--- src/rtl/mem_arbiter_pkg.sv ---
// mem_arbiter_pkg: shared constants for the unified-memory arbiter.
//   ST_*     : FSM state encoding (IDLE, ISSUE, WAIT, RESP)
//   OWN_*    : owner codes for the port holding the memory
//   NOP_WORD : all-zero instruction word, also used by hazard/flush logic
package mem_arbiter_pkg;

   localparam logic [1:0] ST_IDLE  = 2'd0;
   localparam logic [1:0] ST_ISSUE = 2'd1;
   localparam logic [1:0] ST_WAIT  = 2'd2;
   localparam logic [1:0] ST_RESP  = 2'd3;

   localparam logic OWN_I = 1'b0;
   localparam logic OWN_D = 1'b1;

   localparam logic [15:0] NOP_WORD = 16'h0000;

endpackage

--- src/rtl/mem_arb_timer.sv ---
// mem_arb_timer: 8-bit saturating wait counter with terminal-count compare.
//   clk, rst_n : clock, synchronous active-low reset
//   clr        : force count to 0 (wins over en)
//   en         : count one cycle of waiting
//   tc         : this enabled cycle is the TIMEOUT-th one
module mem_arb_timer #(
   parameter int TIMEOUT = 15
) (
   input  logic clk,
   input  logic rst_n,
   input  logic clr,
   input  logic en,
   output logic tc
);

   logic [7:0] cnt;
   logic [7:0] cnt_inc;

   // saturate at 8'hFF so the count can never wrap back to a small value
   assign cnt_inc = (cnt == 8'hFF) ? cnt : cnt + 8'd1;

   // tc looks at the incremented value so the abort lands in the same
   // cycle the count reaches TIMEOUT
   assign tc = en && (cnt_inc == 8'(TIMEOUT));

   always_ff @(posedge clk) begin
      if (!rst_n)   cnt <= '0;
      else if (clr) cnt <= '0;
      else if (en)  cnt <= cnt_inc;
   end

endmodule

--- src/rtl/mem_arbiter.sv ---
// mem_arbiter: shares one memory between the fetch (i_*) and data (d_*) ports.
//   i_req/i_addr -> i_ack/i_rdata/i_stall      : instruction fetch port
//   d_req/d_wr/d_addr/d_wdata -> d_ack/d_rdata/d_stall : data port
//   mem_en/mem_wr/mem_addr/mem_wdata, mem_rdata/mem_ack : memory handshake
//   err : sticky, set on any memory timeout since reset
// Build option: MEM_ARB_RR_EN selects round-robin priority when both ports
// request together; without it the data port always wins.
module mem_arbiter
   import mem_arbiter_pkg::*;
#(
   parameter int DATA_W  = 16,
   parameter int ADDR_W  = 16,
   parameter int TIMEOUT = 15
) (
   input  logic              clk,
   input  logic              rst_n,
   input  logic              i_req,
   input  logic [ADDR_W-1:0] i_addr,
   output logic              i_ack,
   output logic [DATA_W-1:0] i_rdata,
   output logic              i_stall,
   input  logic              d_req,
   input  logic              d_wr,
   input  logic [ADDR_W-1:0] d_addr,
   input  logic [DATA_W-1:0] d_wdata,
   output logic              d_ack,
   output logic [DATA_W-1:0] d_rdata,
   output logic              d_stall,
   output logic              mem_en,
   output logic              mem_wr,
   output logic [ADDR_W-1:0] mem_addr,
   output logic [DATA_W-1:0] mem_wdata,
   input  logic [DATA_W-1:0] mem_rdata,
   input  logic              mem_ack,
   output logic              err
);

   logic [1:0]        state;
   logic              owner;
   logic              wr_q;
   logic              grant_d;
   logic              tmr_tc;
   logic              done;
   logic              abort;
   logic [DATA_W-1:0] cap_data;

`ifdef MEM_ARB_RR_EN
   // owner of the last completed transaction; resets to I so D is favoured
   logic last_own;

   always_ff @(posedge clk) begin
      if (!rst_n)                 last_own <= OWN_I;
      else if (state == ST_RESP)  last_own <= owner;
   end

   assign grant_d = d_req && (!i_req || last_own == OWN_I);
`else
   assign grant_d = d_req;
`endif

   mem_arb_timer #(.TIMEOUT(TIMEOUT)) u_timer (
      .clk   (clk),
      .rst_n (rst_n),
      .clr   (state == ST_ISSUE),
      .en    (state == ST_WAIT),
      .tc    (tmr_tc)
   );

   // mem_ack only counts while a command is outstanding; ack beats timeout
   // when both happen in the same WAIT cycle
   always_comb begin
      done     = ((state == ST_ISSUE) && mem_ack) ||
                 ((state == ST_WAIT)  && (mem_ack || tmr_tc));
      abort    = (state == ST_WAIT) && !mem_ack && tmr_tc;
      cap_data = mem_ack ? mem_rdata : DATA_W'(NOP_WORD);
   end

   always_ff @(posedge clk) begin
      if (!rst_n) begin
         state     <= ST_IDLE;
         owner     <= OWN_I;
         wr_q      <= 1'b0;
         mem_addr  <= '0;
         mem_wdata <= '0;
         i_rdata   <= '0;
         d_rdata   <= '0;
         err       <= 1'b0;
      end else begin
         case (state)
            ST_IDLE: begin
               if (d_req || i_req) begin
                  state <= ST_ISSUE;
                  if (grant_d) begin
                     owner     <= OWN_D;
                     wr_q      <= d_wr;
                     mem_addr  <= d_addr;
                     mem_wdata <= d_wdata;
                  end else begin
                     owner    <= OWN_I;
                     wr_q     <= 1'b0;
                     mem_addr <= i_addr;
                  end
               end
            end
            ST_ISSUE, ST_WAIT: state <= done ? ST_RESP : ST_WAIT;
            default:           state <= ST_IDLE;  // RESP: requests ignored
         endcase

         // each port's rdata changes only when that port's response is formed
         if (done) begin
            if (owner == OWN_D) d_rdata <= wr_q ? DATA_W'(NOP_WORD) : cap_data;
            else                i_rdata <= cap_data;
         end

         if (abort) err <= 1'b1;
      end
   end

   assign mem_en  = (state == ST_ISSUE);
   assign mem_wr  = wr_q;
   assign i_ack   = (state == ST_RESP) && (owner == OWN_I);
   assign d_ack   = (state == ST_RESP) && (owner == OWN_D);
   assign i_stall = i_req & ~i_ack;
   assign d_stall = d_req & ~d_ack;

endmodule
--- config.mk ---
export PLATFORM = sky130hd
export DESIGN_NAME = mem_arbiter
export DESIGN_NICKNAME = d
export VERILOG_FILES = /design/src/rtl/mem_arbiter_pkg.sv /design/src/rtl/mem_arb_timer.sv /design/src/rtl/mem_arbiter.sv
export SDC_FILE = /design/constraint.sdc
export NUM_CORES = 1
export LEC_CHECK = 0
export ABC_AREA = 1
export CAP_MARGIN = 20
export CORE_MARGIN = 1
export CORE_UTILIZATION = 43
export CTS_CLUSTER_SIZE = 16
export DETAILED_ROUTE_END_ITERATION = 10
export GPL_ROUTABILITY_DRIVEN = 0
export PLACE_DENSITY = 0.89
export REMOVE_ABC_BUFFERS = 1
export SYNTH_ARGS = -nofsm -noshare
export SYNTH_HDL_FRONTEND = slang
export SYNTH_SLANG_ARGS = --single-unit
--- constraint.sdc ---
create_clock -name clk -period 2.1 [get_ports clk]
set_clock_uncertainty 0.05 [all_clocks]
set_input_delay 0.42 -clock clk [delete_from_list [all_inputs] [get_ports clk]]
set_output_delay 0.42 -clock clk [all_outputs]
set_load 0.005 [all_outputs]
==> flow_metrics.py <==
metrics = {
    "status": {
        "status": "finished clean",
    },
    "final_layout": {
        "layout.cells.most_common_list": "clkdlybuf4s50_1 (135), nand2_1 (85), nor2_1 (78), dfxtp_1 (71), o21ai_0 (46)",
        "syn_to_final_growth_pct": 56.6,
        "multiInputGateArea_sq_mm": 0.00161,
        "finish.utilization_pct": 70.8,
        "drive_gt1_share_pct": 11.9,
        "finalNetCount": 677,
        "layout.cells.most_common": "clkdlybuf4s50_1",
        "post-route-cell-area_sq_mm": 0.00522,
        "final_cell_count_no_fill": 705,
        "seqCellArea_sq_mm": 0.00155,
        "antenna_cells_inserted": 0,
        "layout.filler_cells": 569,
    },
    "cts": {
        "cts_made_buffers": 9,
        "clk_pin_slew_ps": 80,
        "clock_tree.htree_level_count": 3,
        "clock-sinks": 77,
        "clock_tree.buffer_depth": 2,
        "cts_hold_repair.buffers": 0,
        "cts_tree": "yes",
        "worstSkewPairLatency_ps": 340,
        "root_buffer": "clkbuf_8",
    },
    "pwr": {
        "combPwrFrac_pct": 43.2,
        "internal_power_contribution_mw": 3.81,
        "pwr-share-clk_pct": 19.5,
        "power.density_cell_area_mw_per_mm2": 1120,
        "leakagePower_nw": 2.18,
        "power.switching_fraction_pct": 34.8,
        "net_switching_mw": 2.04,
        "seq_power_share_pct": 37.2,
        "maximum_vdd_ir_drop_mv": 0.630,
    },
    "route": {
        "wire_per_inst_um": 13.8,
        "post-route-drc-count": 0,
        "drt_iter0_markers": 217,
        "routed_wl_um": 9750,
        "post_drt_via_cell_ratio": 5.00,
        "num_vias": 3523,
        "detailedRoute.firstPassIterationCount": 4,
        "ant_nets": 0,
    },
    "worst_setup_path": {
        "worst-path-buf-inv": 2,
        "worst_setup_path_start_kind": "register",
        "worst_ep_required_time_ps": 2290,
        "worstSetupPathType": "reg -> reg",
        "r2r_slack_ps": 50,
        "critical-path-top-delay-family": "simple AND/OR/NAND/NOR gates",
        "arrival_ps": 2240,
        "timing.critical_path.slowest_cell_delay_ps": 360,
        "worst_r2r_path_depth": 12,
        "worstReg2RegStart": "u_timer.cnt[0]$_SDFFE_PP0P_",
        "crit_path_cell_trace": "ha_4 > nand3_2 > o21bai_1 > nand3_1 > nor2_2 > nand4_4 > a21oi_4 > buf_6 > buf_16 > nand2_1 > o21ai_1 > nor2_1",
        "timing.rr.end": "d_rdata[4]$_SDFFE_PN0P_",
        "cp.depth": 12,
        "critPathLaunch": "u_timer.cnt[0]$_SDFFE_PP0P_",
        "worst_setup_path_end_kind": "register",
        "timing.critical_path.slowest_stage_cell": "dfxtp_2",
        "critical_path_peak_fanout": 8,
        "critical_path.endpoint": "d_rdata[4]$_SDFFE_PN0P_",
    },
    "synthesis": {
        "yosys_warnings": 0,
        "dominantRegCellSynth": "dfxtp_1",
        "avgSynthCellArea_sq_um": 7.30,
        "syn-instance-count": 456,
        "synth.cell_area_sq_mm": 0.00333,
        "synth_async_sr_flop_share_pct": 0,
        "edff_count_synth": 0,
        "post_synth_main_area_contributors": "dfxtp_1 (46%), nand2_1 (10%), nor2_1 (9.1%)",
        "ys_seq_area_share_pct": 46.3,
        "ys_ff_latch": 77,
        "synth.top_cell.area_share_pct": 46.3,
        "synth_cell_types": 29,
        "synth_top_cell_by_area": "dfxtp_1",
    },
    "timing": {
        "final-max-slew-violation-count": 0,
        "timing_hold_violations_final": 0,
        "post-route-min-period_ps": 2050,
        "setup_viol_count_final": 0,
        "relSlewSlack_pct": 65.9,
        "finalSetupTns_ps": 0,
        "period_share_pct": 97.8,
        "hold_slack_ps": 419,
        "rsz0062_at_grt": "true",
        "worst_pin_slew_ps": 508,
        "max_clock_freq_mhz": 487,
    },
    "place": {
        "place_area_sq_mm": 0.00484,
        "dp_cells": 684,
        "place.port_buffers": 140,
        "hpwlAfterDp_um": 6470,
    },
    "job": {
        "cap_viol_max_count": 0,
    },
    "grt": {
        "grt_antenna_before_repair": 0,
        "globalRouteTotalUtil_pct": 24.2,
        "first_global_vias": 3431,
        "wire_length_of_the_first_global_routing_pass_um": 15900,
        "grt_start_max_net_pins": 55,
        "gr-total-overflow": 0,
    },
    "die": {
        "die_height_um": 90.0,
        "dieArea_sq_mm": 0.00810,
        "core_area_sq_mm": 0.00737,
        "boundaryPins": 141,
        "die-width_um": 90.0,
        "rows": 31,
        "initial_utilization_pct": 45.2,
    },
    "hold_path": {
        "timing.hold.worst.class": "reg -> reg",
    },
}
[kinds of logic after synthesis]
| kind of cell | Yosys count | synth area share (%) |
|---|---|---|
| AND/OR/NAND/NOR | 202 | 25.1 |
| AO/OA/AOI/OAI | 112 | 18.1 |
| buffers and inverters | 58 | 8.15 |
| XOR/XNOR | 2 | 0.526 |
| adder cells (fa/ha/maj) | 5 | 1.88 |
| flip-flops | 77 | 46.3 |
[metal layers]
metal	up-vias	wire [um]	global-route usage [%]	share of wire, %
met5	-	0	0	0
met4	0	327	11.8	3.4
met3	29	482	4.48	4.9
met2	125	5010	43.1	51
met1	1594	3930	27.8	40
li1	1775	-	-	-
[repair_timing]
item | 4_1_cts | 5_1_grt
setup endpoints to repair | 27 | 34
cloned | 2 | 0
gates resized for setup | 15 | 30
pin swaps | 4 | 15
setup buffers | 3 | 3
[cells in the mapped netlist, types with 4 or more instances]
cell / number
nand3_1: 19
a31oi_1: 17
ha_1: 5
o21ai_1: 15
buf_6: 4
nand2_1: 91
inv_1: 30
dfxtp_1: 77
clkbuf_1: 17
nor2_1: 81
a21oi_1: 24
o21ai_0: 51
[sequential cells by signal (all words and copies together), names as in the netlist]
signal,cells
i_rdata,16
d_rdata,16
mem_wr,1
mem_wdata,16
u_timer.cnt,8
owner,1
err,1
state,2
mem_addr,16
[cell type report]
cell class                      count  area share [%]
Multi-Input combinational cell    321            30.8
Timing Repair Buffer              160            30.8
Sequential cell                    77            29.7
Clock buffer                       11            2.90
Inverter                           33            2.52
Tap cell                           99            2.37
Clock inverter                      4           0.911
[power groups by stage]
stage                     Clock [mW]  Combinational (mW)  Sequential, mW
after floorplan                    0                1.04            2.18
after global placement             0                2.29            2.16
after detailed placement           0                2.37            2.17
after CTS                       1.16                2.50            2.16
after global routing            1.22                2.77            2.23
final                           1.14                2.53            2.18
[stage by stage]
step                setup slack (ps)  total power [mW]
finish                          46.1              5.85
global route                   -70.0              6.22
CTS                             7.12              5.82
detailed placement              29.1              4.54
global placement                33.6              4.45
floorplan                       -188              3.22
[worst min-delay path by stage]
stage | end | slack, ps | cells past startpoint | start
3_3_place_gp | err$_SDFFE_PN0P_ | 400 | 1 | err$_SDFFE_PN0P_
3_5_place_dp | err$_SDFFE_PN0P_ | 410 | 1 | err$_SDFFE_PN0P_
6_report | err$_SDFFE_PN0P_ | 420 | 1 | err$_SDFFE_PN0P_
5_1_grt | mem_wdata[10]$_SDFFE_PN0P_ | 460 | 2 | mem_wdata[10]$_SDFFE_PN0P_
2_1_floorplan | err$_SDFFE_PN0P_ | 410 | 1 | err$_SDFFE_PN0P_
4_1_cts | err$_SDFFE_PN0P_ | 430 | 1 | err$_SDFFE_PN0P_
[worst register-to-register path, cell delays in order (launching register included)]
cell	delay (ps)
dfxtp_2	360
ha_4	170
nand3_2	90
o21bai_1	190
nand3_1	140
nor2_2	190
nand4_4	130
a21oi_4	210
buf_6	130
buf_16	120
nand2_1	50
o21ai_1	70
nor2_1	50
No activity file was read; power rests on OpenSTA's default activity.
